## src/rtl/updn_mod_counter_if.sv

```systemverilog
// updn_mod_counter_if: control and status bundle for the up/down modulo counter
interface updn_mod_counter_if #(
    parameter int WIDTH = 4
);
    logic             en;
    logic             up_dn;
    logic             load;
    logic [WIDTH-1:0] load_val;
    logic [WIDTH-1:0] count;
    logic             tc;
    logic             wrap;
    logic             ovf;

    modport master (output en, up_dn, load, load_val, input count, tc, wrap, ovf);
    modport slave  (input en, up_dn, load, load_val, output count, tc, wrap, ovf);
endinterface

```

## src/rtl/updn_mod_counter.sv

```systemverilog
// updn_mod_counter: modulo-(MAX_VAL+1) up/down counter with load, wrap/saturate and status flags
module updn_mod_counter #(
    parameter int          WIDTH    = 4,
    parameter int unsigned MAX_VAL  = 15,
    parameter int unsigned RST_VAL  = 15,
    parameter bit          SATURATE = 1'b0
) (
    input logic clk,
    input logic rst,
    updn_mod_counter_if.slave bus
);
    localparam logic [WIDTH-1:0] MAX = WIDTH'(MAX_VAL);
    localparam logic [WIDTH-1:0] RST = WIDTH'(RST_VAL);

    logic [WIDTH-1:0] count_q, count_d;
    logic             wrap_q, wrap_d;
    logic             ovf_q, ovf_d;
    logic             hit;

    // boundary is compared before stepping, so no intermediate value ever exceeds MAX
    assign hit      = bus.up_dn ? (count_q == MAX) : (count_q == '0);
    assign bus.tc   = bus.en & ~bus.load & ~rst & hit;
    assign bus.count = count_q;
    assign bus.wrap  = wrap_q;
    assign bus.ovf   = ovf_q;

    // next state: load beats enable; at the boundary either wrap or hold and flag
    always_comb begin
        count_d = count_q;
        wrap_d  = 1'b0;
        ovf_d   = ovf_q;
        if (bus.load) begin
            count_d = (bus.load_val > MAX) ? MAX : bus.load_val;
            ovf_d   = 1'b0;
        end else if (bus.en) begin
            if (!hit) begin
                count_d = bus.up_dn ? count_q + WIDTH'(1) : count_q - WIDTH'(1);
            end else if (SATURATE) begin
                ovf_d = 1'b1;
            end else begin
                count_d = bus.up_dn ? '0 : MAX;
                wrap_d  = 1'b1;
            end
        end
    end

    // state registers with synchronous reset taking priority over everything
    always_ff @(posedge clk) begin
        if (rst) begin
            count_q <= RST;
            wrap_q  <= 1'b0;
            ovf_q   <= 1'b0;
        end else begin
            count_q <= count_d;
            wrap_q  <= wrap_d;
            ovf_q   <= ovf_d;
        end
    end
endmodule

```

## src/flat_wrapper.sv

```systemverilog
// flat-port wrapper written by rule: the top's interface ports become plain ports
module updn_mod_counter_flat 
#(
    parameter int          WIDTH    = 4,
    parameter int unsigned MAX_VAL  = 15,
    parameter int unsigned RST_VAL  = 15,
    parameter bit          SATURATE = 1'b0
)
  (clk, rst, bus_en, bus_up_dn, bus_load, bus_load_val, bus_count, bus_tc, bus_wrap, bus_ovf);
  updn_mod_counter_if #(.WIDTH(WIDTH)) bus_i ();
  input logic clk;
  input logic rst;
  input wire logic [$bits(bus_i.en)-1:0] bus_en;
  input wire logic [$bits(bus_i.up_dn)-1:0] bus_up_dn;
  input wire logic [$bits(bus_i.load)-1:0] bus_load;
  input wire logic [$bits(bus_i.load_val)-1:0] bus_load_val;
  output wire logic [$bits(bus_i.count)-1:0] bus_count;
  output wire logic [$bits(bus_i.tc)-1:0] bus_tc;
  output wire logic [$bits(bus_i.wrap)-1:0] bus_wrap;
  output wire logic [$bits(bus_i.ovf)-1:0] bus_ovf;
  assign bus_i.en = bus_en;
  assign bus_i.up_dn = bus_up_dn;
  assign bus_i.load = bus_load;
  assign bus_i.load_val = bus_load_val;
  assign bus_count = bus_i.count;
  assign bus_tc = bus_i.tc;
  assign bus_wrap = bus_i.wrap;
  assign bus_ovf = bus_i.ovf;
  updn_mod_counter #(.WIDTH(WIDTH), .MAX_VAL(MAX_VAL), .RST_VAL(RST_VAL), .SATURATE(SATURATE)) u_core (.clk(clk), .rst(rst), .bus(bus_i));
endmodule
```

## config.mk

```make
export PLATFORM = sky130hd
export DESIGN_NAME = updn_mod_counter_flat
export DESIGN_NICKNAME = d
export VERILOG_FILES = /design/src/rtl/updn_mod_counter_if.sv /design/src/rtl/updn_mod_counter.sv /design/src/flat_wrapper.sv
export SDC_FILE = /design/constraint.sdc
export NUM_CORES = 1
export LEC_CHECK = 0
export BUFFER_PORTS_ARGS = -buffer_cell sky130_fd_sc_hd__buf_2
export CELL_PAD_IN_SITES_DETAIL_PLACEMENT = 0
export CELL_PAD_IN_SITES_GLOBAL_PLACEMENT = 2
export CORE_UTILIZATION = 24
export DETAILED_ROUTE_END_ITERATION = 8
export PLACE_DENSITY = 0.79
export SKIP_CTS_REPAIR_TIMING = 1
export SYNTH_ARGS = -nofsm -noshare
export SYNTH_HDL_FRONTEND = slang
export SYNTH_SLANG_ARGS = --single-unit
```

## constraint.sdc

```tcl
create_clock -name clk -period 4.1 [get_ports clk]
set_input_delay 0.41 -clock clk [delete_from_list [all_inputs] [get_ports clk]]
set_output_delay 0.41 -clock clk [all_outputs]
set_load 0.02 [all_outputs]
```

==> results of run 1 <==
metal layers:
| layer | share of wire (%) | GRT usage, % | vias up |
|---|---|---|---|
| met2 | 43 | 14.1 | 13 |
| met5 | 0 | 0 | - |
| met4 | 0 | 2.42 | 0 |
| met1 | 48 | 16.2 | 154 |
| met3 | 8.5 | 7.98 | 0 |
| li1 | - | - | 182 |
kinds of logic (layout without fill, tap and decap cells):
group,count (synthesis),after routing
simple gates,12,12
compound gates,12,12
mux,1,1
fa+ha+maj,3,3
flops,5,5
buf+inv,3,19
xor+xnor,4,4
other cells,1,1
cell type report:
class / instances / area, sq um / share of cell area [%]
inverter: 1 / 3.75 / 0.792
timing repair buffer: 14 / 70.1 / 14.8
tap: 15 / 18.8 / 3.96
sequential: 5 / 100 / 21.1
clock buffer: 4 / 26.3 / 5.54
multi-input combinational: 33 / 255 / 53.8
worst min-delay path, cell delays in order:
cell      delay, ns
buf_2          0.07
mux2i_1        0.05
nand2b_1       0.06
per-stage QoR:
step / total power (W) / hold slack [ns] / util, %
finish: 0.000161 / 0.386 / 34.7
global route: 0.000175 / 0.379 / 34.7
CTS: 0.000164 / 0.375 / 34.7
detailed placement: 0.000106 / 0.624 / 32.8
global placement: 0.000106 / 0.630 / 32.8
floorplan: 0.0000921 / 0.489 / -
registers in the layout (all words and copies together) (netlist names):
signal            cells
u_core.bus.wrap       1
u_core.bus.count      4
power groups by stage:
| stage | Clock (W) | Combinational (W) | Sequential [W] |
|---|---|---|---|
| 6_report | 0.0000565 | 0.0000453 | 0.0000595 |
| 5_1_grt | 0.0000633 | 0.0000509 | 0.0000605 |
| 4_1_cts | 0.0000591 | 0.0000456 | 0.0000596 |
| 3_5_place_dp | 0 | 0.0000454 | 0.0000604 |
| 3_3_place_gp | 0 | 0.0000453 | 0.0000608 |
| 2_1_floorplan | 0 | 0.0000285 | 0.0000636 |
worst paths after layout:
kind / to / slack (ns) / cells after the start
worst max-delay path: bus_tc / 1.96 / 4
worst min-delay path: u_core.bus.count[0]$_SDFFE_PP1P_ / 0.39 / 3
worst max register to register: u_core.bus.count[3]$_SDFFE_PP1P_ / 2.63 / 5
worst min register to register: u_core.bus.count[1]$_SDFFE_PP1P_ / 0.63 / 2
cell usage in the layout, fill, tap and decap left out, drive strengths merged, types with 2 or more instances in the layout:
master and n:
a21oi 5, buf 14, clkbuf 4, dfxtp 5
ha 2, nand2b 3, nor2 2, nor3 3
o21ai 2, o31ai 2, xor2 3
==> results.py, run 1 <==
metrics = {
    "finish": {
        "fillers": 150,
        "num-nets-final": 70,
        "final-instance-count-excl-fill": 72,
        "drive_gt1_share_pct": 40.4,
        "finalInstanceArea_sq_um": 474,
        "antenna_cells": 0,
        "syn_to_final_growth_pct": 27.6,
    },
    "place": {
        "place_ws_ns": 2.19,
        "place_inst": 68,
        "gp_congestion": 0.713,
        "place_area_sq_um": 448,
        "portBuffers": 14,
        "dp_hpwl_um": 644,
    },
    "synthesis": {
        "ys_ff_latch": 5,
        "synth_area_sq_um": 372,
        "synth_ff_type": "dfxtp_1",
        "yosys.area_share.xor_xnor_pct": 9.43,
        "synth_top_family_by_area": "compound AO/OA/AOI/OAI gates",
        "yosys.area.top_type": "dfxtp_1",
        "ys_warn_count": 0,
        "synth_mux_area_share_pct": 2.69,
        "seq_area_frac_synth_pct": 26.9,
        "synth_common_cells": "5 x a21oi_1, 5 x dfxtp_1, 3 x nand2b_1, 3 x nor3_1, 3 x xor2_1",
        "synthTopCellsByArea": "dfxtp_1 27%, xor2_1 7.1%, a21oi_1 6.7%, ha_1 6.7%, o31ai_2 6.7%",
        "syn_nets": 53,
        "synth-edff-count": 0,
        "yosys.area.top_type_share_pct": 26.9,
        "avgSynthCellArea_sq_um": 9.06,
        "synthSimpleGateAreaFrac_pct": 19.5,
        "syn_inst": 41,
        "synthAdderAreaFrac_pct": 12.1,
        "synth_compound_area_share_pct": 23.9,
        "ys_types": 24,
        "async_flop_share_pct": 0,
    },
    "timing": {
        "finClkSkew_ns": 0.00210,
        "hold_violations": 0,
        "min_period_over_period_pct": 52.2,
        "setup_viol": 0,
        "clock.fmax_ghz": 0.467,
        "period_needed_ns": 2.14,
        "rsz0062_at_grt": "false",
        "fin_setup_tns_ns": 0,
        "final-max-slew-violation-count": 0,
        "fin_ws_ns": 1.96,
    },
    "status": {
        "outcome": "complete, no violations",
    },
    "power": {
        "power_leakage_nw": 0.202,
        "p_sw_share_pct": 31.5,
        "power_frac_seq_pct": 36.9,
        "power_density_nw_per_um2": 340,
        "p_int_w": 0.000110,
        "vdd_drop_max_mv": 0.153,
        "combPwrFrac_pct": 28.1,
        "clkPwrFrac_pct": 35.1,
        "power_switching_w": 0.0000508,
    },
    "floorplan": {
        "start_util_pct": 27.2,
        "dieHeight_um": 41.4,
        "dieWidth_um": 41.4,
        "core-area_sq_um": 1370,
        "io_pins": 16,
        "core.rowCount": 13,
        "die_area_sq_um": 1710,
    },
    "clock_network": {
        "htreeDepth": 1,
        "cts.clk_slew.worst_paths_ns": 0.04,
        "clock_path_buffers": 2,
        "cts_made_buffers": 3,
        "root_buffer": "clkbuf_4",
        "cts_sinks": 5,
        "cts_tree": "built",
        "clk_latency_ns": 0.24,
    },
    "critical_path": {
        "critPathLaunchType": "flip-flop",
        "critPathMaxFanout": 6,
        "critPathBufInv": 1,
        "critPathCaptureType": "primary output",
        "path_cells": "or4_4 > o21a_1 > nor3_1 > buf_2",
        "cp_slowest_cell": "or4_4",
        "worstSetupStartpoint": "u_core.bus.count[0]$_SDFFE_PP1P_",
        "critPathKind": "reg2out",
        "arrival_ns": 1.73,
        "r2r-start": "u_core.bus.count[1]$_SDFFE_PP1P_",
        "max_stage_delay_ns": 0.58,
        "critical_path.top_delay_family": "simple AND/OR/NAND/NOR gates",
        "worst_ep_required_time_ns": 3.69,
    },
    "global_routing": {
        "grt_max_degree": 9,
        "grt_pass1_wl_um": 1210,
        "antenna_found_initial": 0,
        "grt.overflow.total": 0,
        "grt_pass1_vias": 272,
        "grt_usage_pct": 11.6,
    },
    "route": {
        "drt_wl_total_um": 797,
        "drt-pass1-iter-count": 4,
        "dr_total_vias": 349,
        "viasPerCell": 4.85,
        "drc": 0,
        "routedWlPerCell_um": 11.1,
        "drtIter0Drc": 5,
        "ant_nets": 0,
    },
    "worst_hold_path": {
        "hold_start": "bus_load_val[0]",
        "hp-class": "in2reg",
    },
    "run": {
        "drv_cap": 0,
    },
}
Note: power is estimated with default switching activity, not from simulation.
==> run 2: changes to the inputs <==
CORE_ASPECT_RATIO = 0.75   (was not set)
CORE_UTILIZATION = 21   (was 24)
PLACE_DENSITY = 0.73   (was 0.79)
clock period = 1.75 ns   (was 4.1 ns; I/O delays follow)
==> results.py, run 2 (synthesized netlist as in run 1, its figures left out) <==
metrics = {
    "status": {
        "outcome": "complete, no violations",
    },
    "timing": {
        "hold_ws_ns": 0.154,
        "setup_viol": 0,
        "hold_violations": 0,
        "fin_ws_ns": 0.0238,
        "fin_setup_tns_ns": 0,
        "period_needed_ns": 1.73,
        "rsz0062_at_grt": "true",
        "final-max-slew-violation-count": 0,
        "min_period_over_period_pct": 98.6,
        "clock.fmax_ghz": 0.579,
        "finClkSkew_ns": 0.000645,
    },
    "route": {
        "drt-met1-wl_um": 470,
        "drt_wl_total_um": 910,
        "top_layer": "met4",
        "viasPerCell": 4.40,
        "met2_length_um": 382,
        "dr_wl_met3_um": 40,
        "dr_total_vias": 365,
        "ant_nets": 0,
        "drtIter0Drc": 1,
        "routedWlPerCell_um": 11.0,
        "drt-pass1-iter-count": 2,
        "drc": 0,
    },
    "critical_path": {
        "path_cells": "or4_4 > o21a_1 > nor3_2 > buf_4",
        "rr_worst_depth": 6,
        "cp_slowest_cell": "or4_4",
        "critPathBufInv": 1,
        "arrival_ns": 1.55,
        "r2r_slack_ns": 0.26,
        "critPathLaunchType": "flip-flop",
        "worst_ep_required_time_ns": 1.57,
        "critical_path.top_delay_family": "simple AND/OR/NAND/NOR gates",
        "max_stage_delay_ns": 0.52,
        "critPathMaxFanout": 3,
        "critPathKind": "reg2out",
        "r2r-end": "u_core.bus.count[3]$_SDFFE_PP1P_",
        "r2r-start": "u_core.bus.count[1]$_SDFFE_PP1P_",
        "critPathCaptureType": "primary output",
    },
    "finish": {
        "num-nets-final": 75,
        "antenna_cells": 0,
        "drive_gt1_share_pct": 50.0,
        "mostFrequentLayoutCells": "13 x buf_2, 6 x buf_4, 5 x a21oi_1",
        "syn_to_final_growth_pct": 42.4,
        "finalInstanceArea_sq_um": 529,
        "final-instance-count-excl-fill": 83,
        "final_common_cell": "buf_2",
        "largest_reg_flops": 4,
    },
    "clock_network": {
        "cts_sinks": 5,
        "cts.clk_slew.worst_paths_ns": 0.04,
        "cts_tree": "built",
        "cts_made_buffers": 3,
        "clk_latency_ns": 0.24,
        "htreeDepth": 1,
        "root_buffer": "clkbuf_4",
        "clock_path_buffers": 2,
    },
    "floorplan": {
        "start_util_pct": 23.8,
        "core-area_sq_um": 1560,
        "dieHeight_um": 38.4,
        "core.rowCount": 12,
        "die_area_sq_um": 1940,
        "io_pins": 16,
        "dieWidth_um": 50.6,
    },
    "place": {
        "place_ws_ns": 0.215,
        "dp_hpwl_um": 745,
        "place_area_sq_um": 483,
        "place_inst": 77,
        "portBuffers": 14,
        "gp_congestion": 0.783,
    },
    "global_routing": {
        "grt_pass1_wl_um": 1480,
        "grt.overflow.total": 0,
        "antenna_found_initial": 0,
        "grt_max_degree": 9,
        "grt_usage_pct": 11.2,
        "grt_pass1_vias": 351,
    },
    "worst_hold_path": {
        "hold_start": "bus_load_val[2]",
        "hp-class": "in2reg",
        "min_path_cells": 3,
        "whs_endpoint": "u_core.bus.count[2]$_SDFFE_PP1P_",
    },
    "power": {
        "power_leakage_nw": 0.224,
        "vdd_drop_max_mv": 0.269,
        "power_density_nw_per_um2": 740,
    },
    "run": {
        "drv_cap": 0,
    },
}
-- run 2: changes by cell type in the layout (fill, tap and decap cells not counted) --
cell,previous run,this run
dfxtp_2,0,2
nor3_2,0,1
buf_4,0,6
buf_2,14,13
nor3_1,3,2
dfxtp_1,5,3
-- run 2: through the flow --
| step | power [W] | util, % |
|---|---|---|
| finish | 0.000392 | 33.9 |
| global route | 0.000422 | 33.9 |
| CTS | 0.000393 | 32.6 |
| detailed placement | 0.000259 | 30.9 |
| global placement | 0.000260 | 30.9 |
| floorplan | 0.000217 | - |
-- run 2: layout make-up --
cell class                 instances  area (sq um)
multi-input combinational         33           260
timing repair buffer              19           110
inverter                           1          3.75
tap                               21          26.3
sequential                         5           103
clock buffer                       4          26.3
fill                             178          1030
-- run 2: worst max-delay path by stage --
stage | start | endpoint | depth (start not counted)
final | u_core.bus.count[1]$_SDFFE_PP1P_ | bus_tc | 4
after global routing | u_core.bus.count[1]$_SDFFE_PP1P_ | bus_tc | 4
after CTS | u_core.bus.count[0]$_SDFFE_PP1P_ | bus_tc | 4
after detailed placement | u_core.bus.count[3]$_SDFFE_PP1P_ | bus_tc | 4
after global placement | u_core.bus.count[3]$_SDFFE_PP1P_ | bus_tc | 4
after floorplan | u_core.bus.count[0]$_SDFFE_PP1P_ | bus_tc | 3
-- run 2: worst min-delay path, stage by stage --
cell and delay (ns):
buf_2 0.07, a21oi_1 0.06, o31ai_2 0.05
-- run 2: where the power goes --
part | switching [W] | internal, W
registers | 0.00000623 | 0.000124
logic | 0.0000708 | 0.0000599
clock network | 0.0000444 | 0.0000860
total | 0.000121 | 0.000270
-- run 2: metal layers --
layer / track usage, % / vias up
met4: 6.25 / 0
met2: 16.7 / 9
met1: 13.5 / 164
li1: - / 190
met3: 5.16 / 2
met5: 0 / -
